File: src/rtl/axis_pixel_unpacker.sv
// rtl/axis_pixel_unpacker.sv - unpacks 3 x 32-bit stream words into 4 RGB888 pixels
// with screen coordinates, and flags tuser/tlast/tkeep framing errors.
module axis_pixel_unpacker #(
  parameter int SCREEN_WIDTH  = 640,
  parameter int SCREEN_HEIGHT = 480,
  parameter int COLOR_WIDTH   = 8
) (
  input  logic                   clk,
  input  logic                   rst,
  input  logic [31:0]            in_stream_tdata,
  input  logic [3:0]             in_stream_tkeep,
  input  logic                   in_stream_tlast,
  input  logic                   in_stream_tuser,
  input  logic                   in_stream_tvalid,
  output logic                   in_stream_tready,
  output logic [COLOR_WIDTH-1:0] pix_r,
  output logic [COLOR_WIDTH-1:0] pix_g,
  output logic [COLOR_WIDTH-1:0] pix_b,
  output logic [9:0]             pix_x,
  output logic [8:0]             pix_y,
  output logic                   pix_sof,
  output logic                   pix_eol,
  output logic                   pix_valid,
  input  logic                   pix_ready,
  input  logic                   clear_err,
  output logic                   err_sof,
  output logic                   err_eol,
  output logic                   err_keep
);

  localparam int         WPL     = SCREEN_WIDTH * 3 / 4;
  localparam logic [9:0] X_LAST  = 10'(SCREEN_WIDTH - 1);
  localparam logic [8:0] Y_LAST  = 9'(SCREEN_HEIGHT - 1);
  localparam logic [9:0] WC_LAST = 10'(WPL - 1);

  typedef enum logic [2:0] {SYNC, W0, W1, W2, W2B} state_t;

  state_t      state;
  logic [15:0] carry;
  logic [23:0] p3;
  logic [9:0]  nx;
  logic [8:0]  ny;
  logic [9:0]  wc;
  logic        restart_pend;

  logic        out_fire, in_fire, load_in, at_end, early, restart;
  state_t      phase;
  logic [9:0]  cur_x, wc_eff, nx_n;
  logic [8:0]  cur_y, ny_n;
  logic [23:0] new_px, ld_px;
  logic [9:0]  ld_x;
  logic [8:0]  ld_y;
  logic        ld_en;
  logic        sof_bad, eol_bad, keep_bad;

  function automatic logic [8:0] y_next(input logic [8:0] y);
    return (y == Y_LAST) ? 9'd0 : y + 9'd1;
  endfunction

  assign in_stream_tready = !rst && (state == SYNC ||
                            (state != W2B && (!pix_valid || pix_ready)));
  assign out_fire = pix_valid & pix_ready;
  assign in_fire  = in_stream_tvalid & in_stream_tready;
  // In SYNC only a tuser word is decoded; everything else is dropped.
  assign load_in  = in_fire & (state != SYNC || in_stream_tuser);

  assign sof_bad  = load_in & in_stream_tuser & (state != SYNC) &
                    !(state == W0 && wc == 10'd0 && ny == 9'd0);
  assign eol_bad  = load_in & (in_stream_tlast != at_end);
  assign keep_bad = in_fire & (in_stream_tkeep != 4'hF);

  always_comb begin
    // A tuser word always restarts decoding as w0 of a fresh frame.
    phase  = in_stream_tuser ? W0 : state;
    cur_x  = in_stream_tuser ? 10'd0 : nx;
    cur_y  = in_stream_tuser ? 9'd0 : ny;
    wc_eff = in_stream_tuser ? 10'd0 : wc;
    at_end = (wc_eff == WC_LAST);
    early  = in_stream_tlast & !at_end;
    case (phase)
      W1:      new_px = {in_stream_tdata[15:0], carry[7:0]};
      W2:      new_px = {in_stream_tdata[7:0], carry};
      default: new_px = in_stream_tdata[23:0];
    endcase

    ld_en   = 1'b0;
    ld_px   = new_px;
    ld_x    = cur_x;
    ld_y    = cur_y;
    restart = 1'b0;
    if (load_in) begin
      ld_en   = 1'b1;
      restart = early && phase != W2;
    end else if (state == W2B && out_fire) begin
      ld_en   = 1'b1;
      ld_px   = p3;
      ld_x    = nx;
      ld_y    = ny;
      restart = restart_pend;
    end

    if (restart || ld_x == X_LAST) begin
      nx_n = 10'd0;
      ny_n = y_next(ld_y);
    end else begin
      nx_n = ld_x + 10'd1;
      ny_n = ld_y;
    end
  end

  always_ff @(posedge clk) begin
    if (rst) begin
      state        <= SYNC;
      carry        <= '0;
      p3           <= '0;
      nx           <= '0;
      ny           <= '0;
      wc           <= '0;
      restart_pend <= 1'b0;
      pix_r        <= '0;
      pix_g        <= '0;
      pix_b        <= '0;
      pix_x        <= '0;
      pix_y        <= '0;
      pix_sof      <= 1'b0;
      pix_eol      <= 1'b0;
      pix_valid    <= 1'b0;
      err_sof      <= 1'b0;
      err_eol      <= 1'b0;
      err_keep     <= 1'b0;
    end else begin
      err_sof  <= (err_sof & ~clear_err) | sof_bad;
      err_eol  <= (err_eol & ~clear_err) | eol_bad;
      err_keep <= (err_keep & ~clear_err) | keep_bad;

      if (out_fire) pix_valid <= 1'b0;
      if (ld_en) begin
        pix_valid <= 1'b1;
        pix_r     <= ld_px[23:16];
        pix_g     <= ld_px[15:8];
        pix_b     <= ld_px[7:0];
        pix_x     <= ld_x;
        pix_y     <= ld_y;
        pix_sof   <= (ld_x == 10'd0 && ld_y == 9'd0);
        pix_eol   <= (ld_x == X_LAST);
        nx        <= nx_n;
        ny        <= ny_n;
      end

      if (load_in) begin
        wc           <= (early || at_end) ? 10'd0 : wc_eff + 10'd1;
        restart_pend <= early;
        case (phase)
          W0: begin
            carry <= {8'h00, in_stream_tdata[31:24]};
            state <= early ? W0 : W1;
          end
          W1: begin
            carry <= in_stream_tdata[31:16];
            state <= early ? W0 : W2;
          end
          default: begin
            p3    <= in_stream_tdata[31:8];
            state <= W2B;
          end
        endcase
      end else if (state == W2B && out_fire) begin
        state <= W0;
      end
    end
  end

endmodule

File: config.mk
export PLATFORM = sky130hd
export DESIGN_NAME = axis_pixel_unpacker
export DESIGN_NICKNAME = d
export VERILOG_FILES = /design/src/rtl/axis_pixel_unpacker.sv
export SDC_FILE = /design/constraint.sdc
export NUM_CORES = 1
export LEC_CHECK = 0
export CAP_MARGIN = 10
export CORE_MARGIN = 4
export CORE_UTILIZATION = 54
export DETAILED_ROUTE_END_ITERATION = 8
export PLACE_DENSITY = 0.8
export SLEW_MARGIN = 20
export SYNTH_ARGS = -nofsm -noshare
export SYNTH_HDL_FRONTEND = slang
export SYNTH_SLANG_ARGS = --single-unit
File: constraint.sdc
create_clock -name clk -period 3.8 [get_ports clk]
set_input_delay 0.76 -clock clk [delete_from_list [all_inputs] [get_ports clk]]
set_output_delay 0.76 -clock clk [all_outputs]
set_load 0.01 [all_outputs]
; ---- After elaboration in Yosys (flattened, before gate mapping)
; Index checks and enable logic that the tools add are counted.
[word_totals]
reg_bits = 122
elab_cells = 105
[classes]
add_sub_neg = 3
eq_ne = 12
mux = 27
n_bitwise = 17
n_reduce_logical = 28
[op_table]
columns = cell, count
row1 = 10-bit two-way mux, 6
row2 = 24-bit two-way mux, 2
row3 = 24-bit one-hot mux with 2 select lines, 1
row4 = 9-bit two-way mux, 5
row5 = 16-bit one-hot mux with 2 select lines, 1
row6 = 10-bit by 1-bit adder with 10-bit output (second input constant), 2
row7 = 10-bit logical NOT, 2
row8 = 9-bit logical NOT, 2
row9 = 1-bit bitwise AND, 12
row10 = 10-bit == test (second input constant), 1
row11 = 10-bit by 9-bit == test with 1-bit output (second input constant), 1
row12 = 9-bit by 1-bit adder with 9-bit output (second input constant), 1
row13 = 9-bit == test (second input constant), 1
row14 = 3-bit two-way mux, 3
row15 = 1-bit logical AND, 7
row16 = 3-bit by 1-bit == test with 1-bit output (second input constant), 2
row17 = 3-bit by 2-bit == test with 1-bit output (second input constant), 2
row18 = 1-bit two-way mux, 6
row19 = 3-bit one-hot mux with 2 select lines, 1
row20 = 2-bit nonzero test, 3
row21 = 1-bit logical OR, 5
row22 = 1-bit logical NOT, 4
row23 = 2-bit two-way mux, 2
row24 = 4-bit inequality test (second input constant), 1
row25 = 10 further kinds, 14

; ---- Logic depth before layout (Yosys ltp)
; Gate-level depths: netlist of the first run.
[depth]
ltp_word = 11
mapped_depth = 13
ltp_nobuf = 11

; ---- Worst setup path before layout of the first run
; No wires, ideal clock.
[synth_path]
path_kind = input -> register
from = input pix_ready
to = register ny[4]
setup_time_ns = 0.074
arrival_ns = 2.956
t_required_ns = 3.726
slack_ns = 0.770
path_stages = 11
cell_sequence = nand3_4 > o31ai_2 > and2_1 > ha_1 > nand3_1 > nor3_1 > and2_2 > nor2_2 > buf_6 > or4_1 > a31oi_1
[synth_via]
elab_chain_cells = 10
word_cells_on_any_way = 22
[synth_lines]
columns = item, line_no
row1 = "start, declared", 24  ; input logic pix_ready,
row2 = 1-bit logical OR, 61  ; (state != W2B && (!pix_valid || pix_ready)));
row3 = 1-bit logical AND, 61
row4 = 1-bit logical OR, 60  ; assign in_stream_tready = !rst && (state == SYNC ||
row5 = 1-bit logical AND, 60
row6 = 1-bit bitwise AND, 63  ; assign in_fire = in_stream_tvalid & in_stream_tready;
row7 = 1-bit bitwise AND, 65  ; assign load_in = in_fire & (state != SYNC || in_stream_tuser);
row8 = 9-bit two-way mux or 10-bit two-way mux (tied branches), 91  ; if (load_in) begin
row9 = "9-bit by 1-bit adder with 9-bit output, or another cell as far along", 57  ; return (y == Y_LAST) ? 9'd0 : y + 9'd1;
row10 = 9-bit two-way mux or 1-bit logical OR (tied branches), "57, 102"
row11 = 9-bit two-way mux, 102  ; if (restart || ld_x == X_LAST) begin
row12 = "end signal, assigned", 147  ; ny <= ny_n;
row13 = "end, declared", 42  ; logic [8:0] ny;
; Parallel ways exist; a longest one is shown, timed or not.
; A chain may end at the register's enable or synchronous reset.

; ---- Worst setup path in the final report of the first run
[layout_path]
from = input pix_ready
to = register ny[5]
; Same word-level chain as after synthesis.

==> results of run 1 <==
## where the power goes
part / switching [mW] / leakage (nW) / internal [mW] / total [mW]
clock: 0.592 / 0.277 / 1.00 / 1.60
combinational: 0.180 / 1.26 / 0.142 / 0.322
sequential: 0.0221 / 0.986 / 1.31 / 1.33
## flip-flops by register name (all words and copies together) (netlist names)
| name | cells |
|---|---|
| pix_x | 10 |
| pix_b | 8 |
| err_eol | 1 |
| p3 | 24 |
| pix_sof | 1 |
| pix_eol | 1 |
| carry | 16 |
| pix_g | 8 |
| pix_valid | 1 |
| err_keep | 1 |
| pix_y | 9 |
| ny | 9 |
| restart_pend | 1 |
| pix_r | 8 |
| nx | 10 |
| wc | 10 |
| err_sof | 1 |
| state | 3 |
## worst max-delay path, delay by kind of cell
kind,cells,cell delay (ns)
AND/OR/NAND/NOR,7,1.62
AO/OA/AOI/OAI,2,0.56
buffers and inverters,1,0.57
adder cells (fa/ha/maj),1,0.21
## layer usage
layer	share of wire (%)	global-route usage, %	wire [um]
met5	0	0	0
met4	1.7	10.2	272
met3	8.7	6.58	1420
met2	48	42.4	7900
met1	42	33.4	6820
## metrics by stage
step,instance area (um^2),cells
after floorplan,5840,697
after global placement,6840,893
after detailed placement,6840,893
after CTS,7420,925
after global routing,7420,925
final,7420,925
## cell families (layout without fill, tap and decap cells)
group | after synthesis | count (layout) | share of synthesized area [%]
adder cells (fa/ha/maj) | 6 | 6 | 1.29
AND/OR/NAND/NOR | 301 | 301 | 24.6
multiplexers | 40 | 40 | 6.85
flip-flops | 122 | 122 | 41.8
AO/OA/AOI/OAI | 165 | 165 | 19.3
buffers and inverters | 59 | 151 | 5.55
XOR/XNOR | 4 | 4 | 0.600
## synth_stat cells, drive strengths merged, types with 4 or more instances
cell,count
dfxtp,122
nor2,108
nand2,81
a21oi,49
clkbuf,42
mux2i,40
nand3,36
a221oi,25
o21ai,25
a211oi,17
nor3,15
a22oi,12
buf,11
nor4,9
a311oi,8
nor2b,8
a31oi,7
and2,6
ha,6
inv,6
nand4,6
and3,5
nand4b,4
## worst paths after layout
| path | startpoint | to | depth (start not counted) | slack [ns] |
|---|---|---|---|---|
| max reg2reg | state[2] | ny[5] | 10 | 0.74 |
| max | pix_ready | ny[5] | 11 | 0.50 |
| min reg2reg | pix_y[6] | pix_y[6] | 2 | 0.45 |
| min | pix_y[6] | pix_y[6] | 2 | 0.45 |
## cell type report
cell class                 instances  area share, %
inverter                           6          0.303
multi-input combinational        516           41.7
tap                              136           2.29
clock inverter                     9           1.52
sequential                       122           32.9
clock buffer                      23           6.42
timing repair buffer             113           14.8
==> flow_summary.yaml, run 1 <==
final_layout:
  final_common_cell: "dfxtp_1"
  final_util_pct: 71.3
  nNetsFinal: 825
  syn_to_final_growth_pct: 27.1
  final.fill_count: 794
  multi_input_area_um2: 3100
  regArea_um2: 2440
  drive_gt1_share_pct: 9.13
  antenna_cells: 0
  mostFrequentLayoutCells: "122 x dfxtp_1, 106 x nor2_1, 91 x clkdlybuf4s50_1, 80 x nand2_1, 48 x a21oi_1"
synthesis:
  synthCells: 697
  synth_area_leaders: "dfxtp_1 42%, mux2i_1 6.9%, nor2_1 6.8%"
  syn_nets: 746
  synthDominantCellAreaShare_pct: 41.8
  synth_warnings: 0
  ys_async_sr_fraction_pct: 0
  synth_top_cell_by_area: "dfxtp_1"
  ys_ff_latch: 122
  synth-seq-area-share_pct: 41.8
  syn_avg_cell_area_um2: 8.38
  syn_area_um2: 5840
  ys_types: 65
  synth_edf_count: 0
  synth-main-ff-cell: "dfxtp_1"
clocking:
  postCtsSetupBuffers: 0
  clk_latency_ns: 0.53
  cts_htree_levels: 4
  cts_tree: "built"
  clkTransAtPathRegs_ns: 0.06
  cts_hold_buf: 0
  cts_root_buffer: "clkbuf_8"
  postCtsResizedCells: 0
  cts_buffer_depth: 2
  cts.sinks: 122
  cts_buffers: 17
route:
  wl_um: 16400
  vias_per_cell: 6.15
  route.detailed.drc: 0
  drtIter0Drc: 621
  antenna_left: 0
  wl_per_cell_um: 17.7
  dr.pass1.iters: 5
  vias: 5689
global_route:
  grt_pass1_vias: 5336
  grt_pass1_wl_um: 26800
  grt_use_total_pct: 26.0
  antenna_found_initial: 0
  grt_max_degree: 74
  overflow: 0
timing:
  tightest_slew_ns: 0.741
  fin_tns_setup_ns: 0
  fin_skew_ns: 0.0176
  fin_crit_sh_pct: 86.8
  relSlewSlack_pct: 50.6
  hold_viol: 0
  min_period_ns: 3.30
  fmax_ghz: 0.303
  fin_ws_ns: 0.501
  setup_viol: 0
  whs_ns: 0.451
  final-max-slew-violation-count: 0
  rsz0062_at_grt: "false"
outcome:
  status: "complete, no violations"
placement:
  dp_slack_ns: 0.0331
  gp_routability_congestion: 0.915
  dp_hpwl_um: 10900
  io_buffers: 92
critical_path:
  path_cells: "clkdlybuf4s50_1 > nand3_4 > o31ai_2 > and2_1 > ha_1 > nand3_1 > nor3_1 > and2_2 > nor2_2 > or4_1 > a221oi_1"
  cp_data_required_time_ns: 4.23
  cp.arrival_ns: 3.73
  endpoint_kind: "register"
  crit_type: "input port to register"
  start_kind: "input port"
  worst-path-max-fanout: 7
  slowest_delay_ns: 0.57
  slowest_stage: "clkdlybuf4s50_1"
floorplan:
  ios: 93
  dieArea_um2: 12500
  die_w_um: 112
  die_h_um: 112
  coreArea_um2: 10400
  rows: 37
  start_util_pct: 56.1
min_path:
  hold_class: "register to register"
run:
  drv_cap: 0
pwr:
  power_density_nw_per_um2: 438
  leakage_nw: 2.53
  peakVddDrop_uv: 347
  power_mw: 3.25
Note: power is estimated with default switching activity, not from simulation.
==> inputs of run 2 (changes only) <==
Settings changed: GPL_ROUTABILITY_DRIVEN set to 0.
==> run 2 against run 1 <==
Compared with the run above:
- flip-flop and latch count stayed put
- design area is 0.84% lower
- power is 3.3% lower
- clock power is 7% lower
- die area stayed put
- via count is 0.14% lower
- critical path type unchanged
==> flow_summary.yaml, run 2 (synthesis gave the netlist of run 1 again) <==
outcome:
  status: "complete, no violations"
final_layout:
  top_register: "p3"
  antenna_cells: 0
  nNetsFinal: 823
  drive_gt1_share_pct: 8.91
  largest_register_ffs: 24
  final_util_pct: 70.7
  multi_input_area_um2: 3100
  mostFrequentLayoutCells: "122 x dfxtp_1, 106 x nor2_1, 91 x clkdlybuf4s50_1, 80 x nand2_1, 48 x a21oi_1"
  final.fill_count: 820
  final_cells: 922
  final_common_cell: "dfxtp_1"
  syn_to_final_growth_pct: 26.0
  top_regs: "p3 x24, carry x16"
  regArea_um2: 2440
floorplan:
  dieArea_um2: 12500
  start_util_pct: 56.1
  die_w_um: 112
  rows: 37
  die_h_um: 112
  coreArea_um2: 10400
  ios: 93
global_route:
  grt_use_total_pct: 26.1
  grt_max_degree: 74
  grt_pass1_wl_um: 26900
  grt_pass1_vias: 5533
  antenna_found_initial: 0
  overflow: 0
route:
  top_layer_used: "met4"
  routed-wl-met3_um: 1330
  vias: 5681
  drtIter0Drc: 639
  dr.pass1.iters: 5
  wl_per_cell_um: 17.6
  wl_met2_um: 7830
  wl_met1_um: 6760
  route.detailed.drc: 0
  antenna_left: 0
  vias_per_cell: 6.16
  wl_um: 16200
timing:
  setup_viol: 0
  rsz0062_at_grt: "false"
  min_period_ns: 3.31
  fin_crit_sh_pct: 87.1
  tightest_slew_ns: 0.722
  whs_ns: 0.452
  fin_skew_ns: 0.00465
  relSlewSlack_pct: 51.8
  final-max-slew-violation-count: 0
  hold_viol: 0
  fmax_ghz: 0.302
critical_path:
  endpoint_kind: "register"
  worst-path-max-fanout: 7
  start_kind: "input port"
  cp.arrival_ns: 3.74
  cp_data_required_time_ns: 4.23
  crit_type: "input port to register"
pwr:
  p_sw_share_pct: 23.9
  p_sw_mw: 0.751
  power.internal_mw: 2.39
  p_clk_share_pct: 47.6
  leakage_nw: 2.52
  peakVddDrop_uv: 373
  pwr-share-seq_pct: 42.4
  power_frac_comb_pct: 10.1
  power_density_nw_per_um2: 427
clocking:
  postCtsSetupBuffers: 0
  postCtsResizedCells: 0
  clkTransAtPathRegs_ns: 0.06
  cts_hold_buf: 0
  cts_htree_levels: 4
  cts_tree: "built"
  clk_latency_ns: 0.53
  cts_root_buffer: "clkbuf_8"
  cts_buffer_depth: 2
  cts.sinks: 122
  cts_buffers: 17
placement:
  dp_hpwl_um: 10800
  dp.cells: 891
  io_buffers: 92
min_path:
  hold_class: "register to register"
run:
  drv_cap: 0
-- run 2: area by class of cell --
cell class                 count  share of cell area, %
clock buffer                  23                   6.61
timing repair buffer         111                   14.6
clock inverter                 8                  0.918
multi-input combinational    516                   42.1
tap                          136                   2.31
inverter                       6                  0.306
sequential                   122                   33.2
-- run 2: path summary, 6_finish.rpt --
check / end / slack, ns / start / depth (start not counted)
setup reg to reg: ny[5] / 0.67 / state[2] / 10
hold reg to reg: pix_y[1] / 0.45 / pix_y[1] / 2
hold / removal: pix_y[1] / 0.45 / pix_y[1] / 2
setup / recovery: ny[5] / 0.49 / pix_ready / 11
-- run 2: per-stage QoR --
step | power, mW | setup TNS (ns) | worst slack, ns | cell area [um^2]
after floorplan | 1.54 | 0 | 0.770 | 5840
after global placement | 1.66 | 0 | 0.152 | 6810
after detailed placement | 1.67 | -0.000779 | -0.000779 | 6810
after CTS | 3.16 | 0 | 0.544 | 7360
after global routing | 3.25 | 0 | 0.252 | 7360
final | 3.14 | 0 | 0.490 | 7360
-- run 2: power groups by stage --
stage | Combinational [mW] | Clock, mW | Sequential, mW
after global routing | 0.343 | 1.57 | 1.33
final | 0.316 | 1.49 | 1.33
after floorplan | 0.184 | 0 | 1.36
after global placement | 0.305 | 0 | 1.36
after CTS | 0.315 | 1.51 | 1.33
after detailed placement | 0.312 | 0 | 1.36
-- run 2: per-layer routing --
metal / track usage, % / vias to the layer above
met2: 42.7 / 242
li1: - / 2683
met3: 8.09 / 36
met1: 32.7 / 2720
met4: 9.29 / 0
met5: 0 / -
-- run 2: critical path, cell delays in order --
cell and delay [ns]:
clkdlybuf4s50_1 0.56, nand3_4 0.13, o31ai_2 0.31, and2_1 0.23, ha_1 0.21, nand3_1 0.15
nor3_1 0.28, and2_2 0.22, nor2_2 0.08, or4_1 0.53, a221oi_1 0.29
